**src/rtl/cajero_pkg.sv**
```systemverilog
// Shared types for the ATM transaction controller: one-hot session states and
// transaction type codes.
package cajero_pkg;

   typedef enum logic [5:0] {
      S_IDLE           = 6'b000001,
      S_RECIBIENDO_PIN = 6'b000010,
      S_VALIDAR_PIN    = 6'b000100,
      S_ESPERA_TRANS   = 6'b001000,
      S_TRANSACCION    = 6'b010000,
      S_BLOQUEO        = 6'b100000
   } estado_t;

   typedef enum logic [1:0] {
      TIPO_DEPOSITO  = 2'b00,
      TIPO_RETIRO    = 2'b01,
      TIPO_CONSULTA  = 2'b10,
      TIPO_RESERVADO = 2'b11
   } tipo_t;

endpackage

```
**src/rtl/cajero_validador_pin.sv**
```systemverilog
// Serial PIN capture and compare, plus the wrong-attempt counter that survives
// card removal and is cleared only by a correct PIN or reset.
module cajero_validador_pin #(
   parameter int PIN_DIGITS   = 4,
   parameter int MAX_INTENTOS = 3,
   localparam int CNT_W       = $clog2(PIN_DIGITS + 1),
   localparam int INT_W       = $clog2(MAX_INTENTOS + 1)
) (
   input  logic                    clk,
   input  logic                    reset,
   input  logic                    i_limpiar,
   input  logic                    i_digito_stb,
   input  logic [3:0]              i_digito,
   input  logic [4*PIN_DIGITS-1:0] i_pin_correcto,
   input  logic                    i_acierto,
   input  logic                    i_fallo,
   output logic                    o_ultimo_digito,
   output logic                    o_coincide,
   output logic                    o_agotado,
   output logic [INT_W-1:0]        o_intentos
);

   logic [4*PIN_DIGITS-1:0] r_pin;
   logic [CNT_W-1:0]        r_cnt;
   logic [INT_W-1:0]        r_intentos;
   logic [4*PIN_DIGITS+3:0] w_desplazado;

   // First-entered digit ends up in the most significant nibble.
   assign w_desplazado    = {r_pin, i_digito};
   assign o_ultimo_digito = (r_cnt == CNT_W'(PIN_DIGITS - 1));
   assign o_coincide      = (r_pin == i_pin_correcto);
   assign o_agotado       = (r_intentos == INT_W'(MAX_INTENTOS - 1));
   assign o_intentos      = r_intentos;

   always_ff @(posedge clk or negedge reset) begin
      if (!reset) begin
         r_pin <= '0;
         r_cnt <= '0;
      end else if (i_limpiar || i_fallo) begin
         r_pin <= '0;
         r_cnt <= '0;
      end else if (i_digito_stb) begin
         r_pin <= w_desplazado[4*PIN_DIGITS-1:0];
         r_cnt <= r_cnt + CNT_W'(1);
      end
   end

   always_ff @(posedge clk or negedge reset) begin
      if (!reset) begin
         r_intentos <= '0;
      end else if (i_acierto) begin
         r_intentos <= '0;
      end else if (i_fallo) begin
         r_intentos <= r_intentos + INT_W'(1);
      end
   end

endmodule

```
**src/rtl/cajero_transaccion_param.sv**
```systemverilog
// ATM session controller: card insertion, PIN entry with lockout, and a stream of
// deposit/withdraw/inquiry transactions with a per-session withdrawal limit.
module cajero_transaccion_param
   import cajero_pkg::*;
#(
   parameter int               PIN_DIGITS    = 4,
   parameter int               MAX_INTENTOS  = 3,
   parameter int               MONTO_W       = 32,
   parameter int               BALANCE_W     = 64,
   parameter logic [MONTO_W:0] LIMITE_RETIRO = (MONTO_W + 1)'(100000)
) (
   input  logic                    clk,
   input  logic                    reset,
   input  logic                    tarjeta_recibida,
   input  logic                    digito_stb,
   input  logic [3:0]              digito,
   input  logic [4*PIN_DIGITS-1:0] pin_correcto,
   input  logic                    trans_stb,
   input  logic [1:0]              tipo_trans,
   input  logic [MONTO_W-1:0]      monto,
   input  logic [BALANCE_W-1:0]    balance_inicial,
   output logic [BALANCE_W-1:0]    balance_actualizado,
   output logic                    balance_stb,
   output logic                    entregar_dinero,
   output logic                    fondos_insuficientes,
   output logic                    limite_excedido,
   output logic                    pin_incorrecto,
   output logic                    sesion_activa,
   output logic                    bloqueo,
   output estado_t                 o_dbg_estado,
   output logic [7:0]              o_dbg_intentos
);

   localparam int INT_W = $clog2(MAX_INTENTOS + 1);

   estado_t                r_estado, w_estado_sig;
   tipo_t                  r_tipo;
   logic [MONTO_W-1:0]     r_monto;
   logic [BALANCE_W-1:0]   r_balance;
   logic [MONTO_W:0]       r_acum;
   logic                   r_p_stb, r_p_ent, r_p_fondos, r_p_limite;
   logic [BALANCE_W-1:0]   r_p_bal;
   logic [BALANCE_W-1:0]   r_balance_act;
   logic                   r_balance_stb, r_entregar, r_fondos, r_limite;
   logic                   r_pin_inc, r_sesion, r_bloqueo;

   logic                   w_limpiar, w_shift, w_acierto, w_fallo, w_latch, w_ejecutar;
   logic                   w_pin_inc_sig, w_sesion_sig, w_bloqueo_sig;
   logic                   w_ultimo, w_coincide, w_agotado;
   logic [INT_W-1:0]       w_intentos;
   logic [BALANCE_W:0]     w_suma;
   logic [BALANCE_W-1:0]   w_monto_ext;
   logic [MONTO_W+1:0]     w_acum_sig;
   logic                   w_res_stb, w_res_ent, w_res_fondos, w_res_limite, w_acum_upd;
   logic [BALANCE_W-1:0]   w_res_bal;

   cajero_validador_pin #(
      .PIN_DIGITS   (PIN_DIGITS),
      .MAX_INTENTOS (MAX_INTENTOS)
   ) u_validador (
      .clk             (clk),
      .reset           (reset),
      .i_limpiar       (w_limpiar),
      .i_digito_stb    (w_shift),
      .i_digito        (digito),
      .i_pin_correcto  (pin_correcto),
      .i_acierto       (w_acierto),
      .i_fallo         (w_fallo),
      .o_ultimo_digito (w_ultimo),
      .o_coincide      (w_coincide),
      .o_agotado       (w_agotado),
      .o_intentos      (w_intentos)
   );

   always_comb begin
      w_estado_sig  = r_estado;
      w_limpiar     = 1'b0;
      w_shift       = 1'b0;
      w_acierto     = 1'b0;
      w_fallo       = 1'b0;
      w_latch       = 1'b0;
      w_ejecutar    = 1'b0;
      w_pin_inc_sig = 1'b0;
      w_sesion_sig  = r_sesion;
      w_bloqueo_sig = r_bloqueo;
      case (r_estado)
         S_IDLE: begin
            w_sesion_sig = 1'b0;
            if (tarjeta_recibida) begin
               w_limpiar    = 1'b1;
               w_estado_sig = S_RECIBIENDO_PIN;
            end
         end
         S_RECIBIENDO_PIN: begin
            if (!tarjeta_recibida) begin
               w_estado_sig = S_IDLE;
            end else if (digito_stb) begin
               w_shift = 1'b1;
               if (w_ultimo) w_estado_sig = S_VALIDAR_PIN;
            end
         end
         S_VALIDAR_PIN: begin
            if (!tarjeta_recibida) begin
               w_estado_sig = S_IDLE;
            end else if (w_coincide) begin
               w_acierto    = 1'b1;
               w_sesion_sig = 1'b1;
               w_estado_sig = S_ESPERA_TRANS;
            end else begin
               w_fallo       = 1'b1;
               w_pin_inc_sig = 1'b1;
               if (w_agotado) begin
                  w_bloqueo_sig = 1'b1;
                  w_estado_sig  = S_BLOQUEO;
               end else begin
                  w_estado_sig = S_RECIBIENDO_PIN;
               end
            end
         end
         S_ESPERA_TRANS: begin
            if (!tarjeta_recibida) begin
               w_sesion_sig = 1'b0;
               w_estado_sig = S_IDLE;
            end else if (trans_stb) begin
               w_latch      = 1'b1;
               w_estado_sig = S_TRANSACCION;
            end
         end
         S_TRANSACCION: begin
            // A transaction already latched always completes, even if the card leaves.
            w_ejecutar = 1'b1;
            if (!tarjeta_recibida) begin
               w_sesion_sig = 1'b0;
               w_estado_sig = S_IDLE;
            end else begin
               w_estado_sig = S_ESPERA_TRANS;
            end
         end
         S_BLOQUEO: begin
            w_bloqueo_sig = 1'b1;
         end
         default: begin
            w_sesion_sig = 1'b0;
            w_estado_sig = S_IDLE;
         end
      endcase
   end

   assign w_monto_ext = BALANCE_W'(r_monto);
   assign w_suma      = {1'b0, r_balance} + (BALANCE_W + 1)'(r_monto);
   assign w_acum_sig  = (MONTO_W + 2)'(r_acum) + (MONTO_W + 2)'(r_monto);

   always_comb begin
      w_res_stb    = 1'b0;
      w_res_ent    = 1'b0;
      w_res_fondos = 1'b0;
      w_res_limite = 1'b0;
      w_res_bal    = r_balance;
      w_acum_upd   = 1'b0;
      case (r_tipo)
         TIPO_DEPOSITO: begin
            if (w_suma[BALANCE_W]) begin
               w_res_limite = 1'b1;
            end else begin
               w_res_stb = 1'b1;
               w_res_bal = w_suma[BALANCE_W-1:0];
            end
         end
         TIPO_RETIRO: begin
            // Insufficient funds is reported ahead of the session limit.
            if (w_monto_ext > r_balance) begin
               w_res_fondos = 1'b1;
            end else if (w_acum_sig > (MONTO_W + 2)'(LIMITE_RETIRO)) begin
               w_res_limite = 1'b1;
            end else begin
               w_res_stb  = 1'b1;
               w_res_ent  = 1'b1;
               w_res_bal  = r_balance - w_monto_ext;
               w_acum_upd = 1'b1;
            end
         end
         TIPO_CONSULTA: begin
            w_res_stb = 1'b1;
         end
         default: ;
      endcase
   end

   always_ff @(posedge clk or negedge reset) begin
      if (!reset) begin
         r_estado      <= S_IDLE;
         r_tipo        <= TIPO_DEPOSITO;
         r_monto       <= '0;
         r_balance     <= '0;
         r_acum        <= '0;
         r_p_stb       <= 1'b0;
         r_p_ent       <= 1'b0;
         r_p_fondos    <= 1'b0;
         r_p_limite    <= 1'b0;
         r_p_bal       <= '0;
         r_balance_act <= '0;
         r_balance_stb <= 1'b0;
         r_entregar    <= 1'b0;
         r_fondos      <= 1'b0;
         r_limite      <= 1'b0;
         r_pin_inc     <= 1'b0;
         r_sesion      <= 1'b0;
         r_bloqueo     <= 1'b0;
      end else begin
         r_estado  <= w_estado_sig;
         r_pin_inc <= w_pin_inc_sig;
         r_sesion  <= w_sesion_sig;
         r_bloqueo <= w_bloqueo_sig;
         if (w_latch) begin
            r_tipo    <= tipo_t'(tipo_trans);
            r_monto   <= monto;
            r_balance <= balance_inicial;
         end
         if (w_acierto) begin
            r_acum <= '0;
         end else if (w_ejecutar && w_acum_upd) begin
            r_acum <= w_acum_sig[MONTO_W:0];
         end
         // Results pass through one pending stage so they land two edges after trans_stb.
         r_p_stb    <= w_ejecutar && w_res_stb;
         r_p_ent    <= w_ejecutar && w_res_ent;
         r_p_fondos <= w_ejecutar && w_res_fondos;
         r_p_limite <= w_ejecutar && w_res_limite;
         if (w_ejecutar && w_res_stb) r_p_bal <= w_res_bal;
         r_balance_stb <= r_p_stb;
         r_entregar    <= r_p_ent;
         r_fondos      <= r_p_fondos;
         r_limite      <= r_p_limite;
         if (r_p_stb) r_balance_act <= r_p_bal;
      end
   end

   assign balance_actualizado  = r_balance_act;
   assign balance_stb          = r_balance_stb;
   assign entregar_dinero      = r_entregar;
   assign fondos_insuficientes = r_fondos;
   assign limite_excedido      = r_limite;
   assign pin_incorrecto       = r_pin_inc;
   assign sesion_activa        = r_sesion;
   assign bloqueo              = r_bloqueo;
   assign o_dbg_estado         = r_estado;
   assign o_dbg_intentos       = 8'(w_intentos);

endmodule

```
**config.mk**
```make
export PLATFORM = sky130hd
export DESIGN_NAME = cajero_transaccion_param
export DESIGN_NICKNAME = d
export VERILOG_FILES = /design/src/rtl/cajero_pkg.sv /design/src/rtl/cajero_validador_pin.sv /design/src/rtl/cajero_transaccion_param.sv
export SDC_FILE = /design/constraint.sdc
export NUM_CORES = 1
export LEC_CHECK = 0
export BUFFER_PORTS_ARGS = -buffer_cell sky130_fd_sc_hd__buf_2
export CORE_MARGIN = 2
export CORE_UTILIZATION = 60
export DETAILED_ROUTE_END_ITERATION = 10
export GPL_TIMING_DRIVEN = 0
export PLACE_DENSITY = 0.81
export REMOVE_ABC_BUFFERS = 1
export SLEW_MARGIN = 10
export SYNTH_ARGS = -nofsm -noshare
export SYNTH_HDL_FRONTEND = slang
export SYNTH_SLANG_ARGS = --single-unit
```
**constraint.sdc**
```tcl
create_clock -name clk -period 11.09 [get_ports clk]
set_input_delay 2.218 -clock clk [delete_from_list [all_inputs] [get_ports clk]]
set_output_delay 2.218 -clock clk [all_outputs]
set_load 0.03 [all_outputs]
```
==> results list <==
* DRT Pass-1 Iters: 8
- Depth of the worst register-to-register path: 17
- Of all nets on the critical path, the largest fanout is 28.
* Filler cell count in the final layout: 2441
- Setup clock skew after layout: 0.0181 ns
- Counting instances in the post-synthesis netlist gives the leading cell types as 296 x dfrtp_1, 194 x nand2_1, 171 x mux2_2.
- Transition at the pin with the smallest max-transition slack: 1.04 ns
- Area share of the largest cell type after synthesis: 0.393
- Number of buffers created by CTS: 31
* Clock transition at the register clock pins on the worst setup and hold paths after CTS: 0.07 ns
- In this run the remaining antenna-violating nets after routing total 0.
- The tightest min-delay check is of the reg -> reg type.
* Worst hold slack after final layout: 0.355 ns
- Routability-driven placement finished with a final weighted congestion of 0.930.
- The critical path ends at r_p_bal[27].
* Proportion of layout cells with a drive suffix above 1: 0.219
* Type of the worst setup path: reg -> reg
- The run finished with clean final reports.
* Area of combinational cells with multiple inputs: 0.0106 mm^2
- After the first detailed-routing iteration, the DRC count stood at 1735.
- Via count of the first global-routing pass: 15900
- The number of pins with negative max-slew slack in the final report is 0.
* Pwr dens: 108 mW/mm^2
* CTS tree: yes
- After detailed routing, the number of remaining DRC violations is 0.
- Input/output buffers: 201
- Count of hold-fix buffers inserted at cts: 0
- Number of vias per cell: 6.38
- After synthesis, the netlist uses 90 different library cells.
- For this run, the leading register cell type out of synthesis is dfrtp_1.
- Once detailed placement completed, the half-perimeter wirelength came to 38600 um.
- Summed over all cells, the static leakage comes to 10.7 nW.
- For this configuration, the core starts out at a cell density of 0.612.
* Horizontal die dimension: 181 um
* Area taken by flip-flops and latches: 0.00744 mm^2
* Number of H-tree levels: 1
- Final clock period utilization by the worst path: 0.588
- Endpoint kind of the worst setup timing path: flip-flop
* Worst setup slack for register-to-register paths: 4.57 ns
* Library cell occupying the most area in the post-synthesis netlist: dfrtp_1
* Relative slew slack: 0.299
- In this design, the stage delay of the slowest critical-path cell is 0.79 ns.
- Final core utilization: 0.694
* Std-Cell Core Area: 0.0307 mm^2
- Die H: 181 um
* Post-CTS sizing: 0
- By area the synthesized netlist is led by dfrtp_1 39%, mux2_2 10%, ha_1 6.6%, nand2_1 3.9%, xnor2_1 3.8%.
* Reg2Reg Launch Point: r_monto[0]
- Detailed routing inserted a total of 16400 vias.
- Post-layout power: 0.00232 W
- Number of antenna violations at the first check in global routing: 1
- During synthesis, Yosys emitted a total of 0 warnings.
- Critical Path Start Type: flip-flop
- Syn avg cell area: 9.39 um^2
* Maximum vdd drop: 0.117 mV
- For this run, the register share of the synthesized area comes to 0.395.
* Global routing usage summed across all routing layers: 0.314
* Global route total overflow: 0
- Number of hold violations in the final report: 0
* Slowest-stage cell, CP: nor4_4
* Post-synthesis cell count: 2006
* Netlist area before placement: 0.0188 mm^2
- In this run the post-CTS setup repair buffer count came out at 0.
- The tool flagged a number of max-cap violations equal to 0.
- Cell Rows: 64
* Setup repair after global routing missed its margin: no
- Wire length of the first global-routing pass: 83900 um
* Aggregate routed wire length: 52300 um
- The clock period could shrink to 6.52 ns.
- For this run, asynchronously set or reset flops after synthesis account for 1.00.
* Final Net Count: 2367
* Cell chosen for the clock root: clkbuf_16
* Launch point of the worst path: r_monto[0]
- Number of enable flip-flop cells after synthesis: 0
- The critical path goes through ha_1 > inv_1 > fa_1 > nor2b_1 > o31ai_4 > a211o_1 > a211o_1 > a211oi_1 > o21ai_0 > a221o_1 > nor4_4 > a31oi_4 > buf_16 > buf_16 > inv_1 > o2111ai_1 > o21a_1.
- Data on the critical path arrives at its endpoint at 6.97 ns.
- Maximum clock frequency: 153 MHz
- In the final routed layout, each cell accounts on average for 20.4 um.
- At the later pin of the worst-skew pair, clock insertion delay measures 0.57 ns.
- Number of top-level design ports: 208
- Among all cell types in the netlist, the one instantiated most often is dfrtp_1.
- Total of endpoints with negative setup slack in the final report: 0
* Number of buffers on the longest clock path: 3
- Entering global routing, the biggest net connects 104 pins.
- #FFs+latches synth: 297
- The floorplan step defined a die boundary enclosing 0.0328 mm^2.
- Number of sinks handled by clock tree synthesis: 297
* WP data required: 11.54 ns
- Relative to the synthesized area, the layout overhead comes to 13.4%.
* RR Endpoint: r_p_bal[27]
power by group:
group	internal (W)	total, W	switching, W
Combinational	0.0000197	0.0000528	0.0000330
Sequential	0.00108	0.00108	0
Clock	0.000739	0.00118	0.000441
layout make-up:
class | instances | share of cell area
tap | 396 | 0.0232
clock inverter | 17 | 0.0141
multi-input combinational | 1504 | 0.496
inverter | 92 | 0.0162
sequential | 297 | 0.348
timing repair buffer | 216 | 0.0612
clock buffer | 41 | 0.0409
antenna | 1 | 0.000117
through the flow:
step	setup slack, ns	cell area [um^2]	TNS, ns	std cells
floorplan	2.28	18300	0	1893
global placement	-2.33	19800	-53.29	2490
detailed placement	4.69	20200	0	2505
CTS	4.65	21400	0	2563
global route	4.29	21400	0	2564
finish	4.57	21400	0	2564
how the worst min path moves through the flow:
stage               startpoint         endpoint  slack, ns  depth (start not counted)
floorplan              r_p_ent  entregar_dinero       0.33                          0
global placement       r_p_ent  entregar_dinero       0.34                          0
detailed placement     r_p_ent  entregar_dinero       0.34                          0
CTS                    r_p_ent  entregar_dinero       0.35                          0
global route           r_p_ent  entregar_dinero       0.36                          0
finish                 r_p_ent  entregar_dinero       0.36                          0
flip-flops by register name, summed over array words and instances, names as in the netlist, 2 cells and up:
name                    count
balance_actualizado        64
r_balance                  64
r_p_bal                    64
r_acum                     33
r_monto                    32
u_validador.r_pin          16
o_dbg_estado                6
u_validador.r_cnt           3
r_tipo                      2
u_validador.o_intentos      2
per-layer routing:
metal  wire [um]  vias up  global-route usage
met4        1680        0              0.0979
li1            -     7566                   -
met5           0        -                   0
met3        3970      127              0.0351
met2       23800      770               0.501
met1       22800     7893               0.453
placed cells by master (no fill, tap or decap), drive strengths merged, types with 82 or more instances in the layout:
| cell type | instances |
|---|---|
| xnor2 | 82 |
| a21oi | 137 |
| nand2 | 194 |
| inv | 94 |
| mux2 | 173 |
| nor2 | 112 |
| dfrtp | 296 |
| buf | 216 |
| o21ai | 148 |
| ha | 99 |
worst max-delay path, delay by kind of cell (launching register included):
family | cells | cell delay (ns)
compound gates | 9 | 2.88
buf+inv | 4 | 1.27
simple gates | 2 | 1.06
fa+ha+maj | 2 | 0.67
flops | 1 | 0.48
kinds of logic after synthesis:
group	Yosys count	synth area share
and+or+nand+nor	583	0.153
AOI/OAI and AO/OA	536	0.184
DFF	297	0.395
buffers and inverters	210	0.0456
muxes	178	0.107
adders and majority gates	102	0.0690
xor gates and xnor gates	99	0.0460
other	1	0.000199
Note: power is estimated with default switching activity, not from simulation.
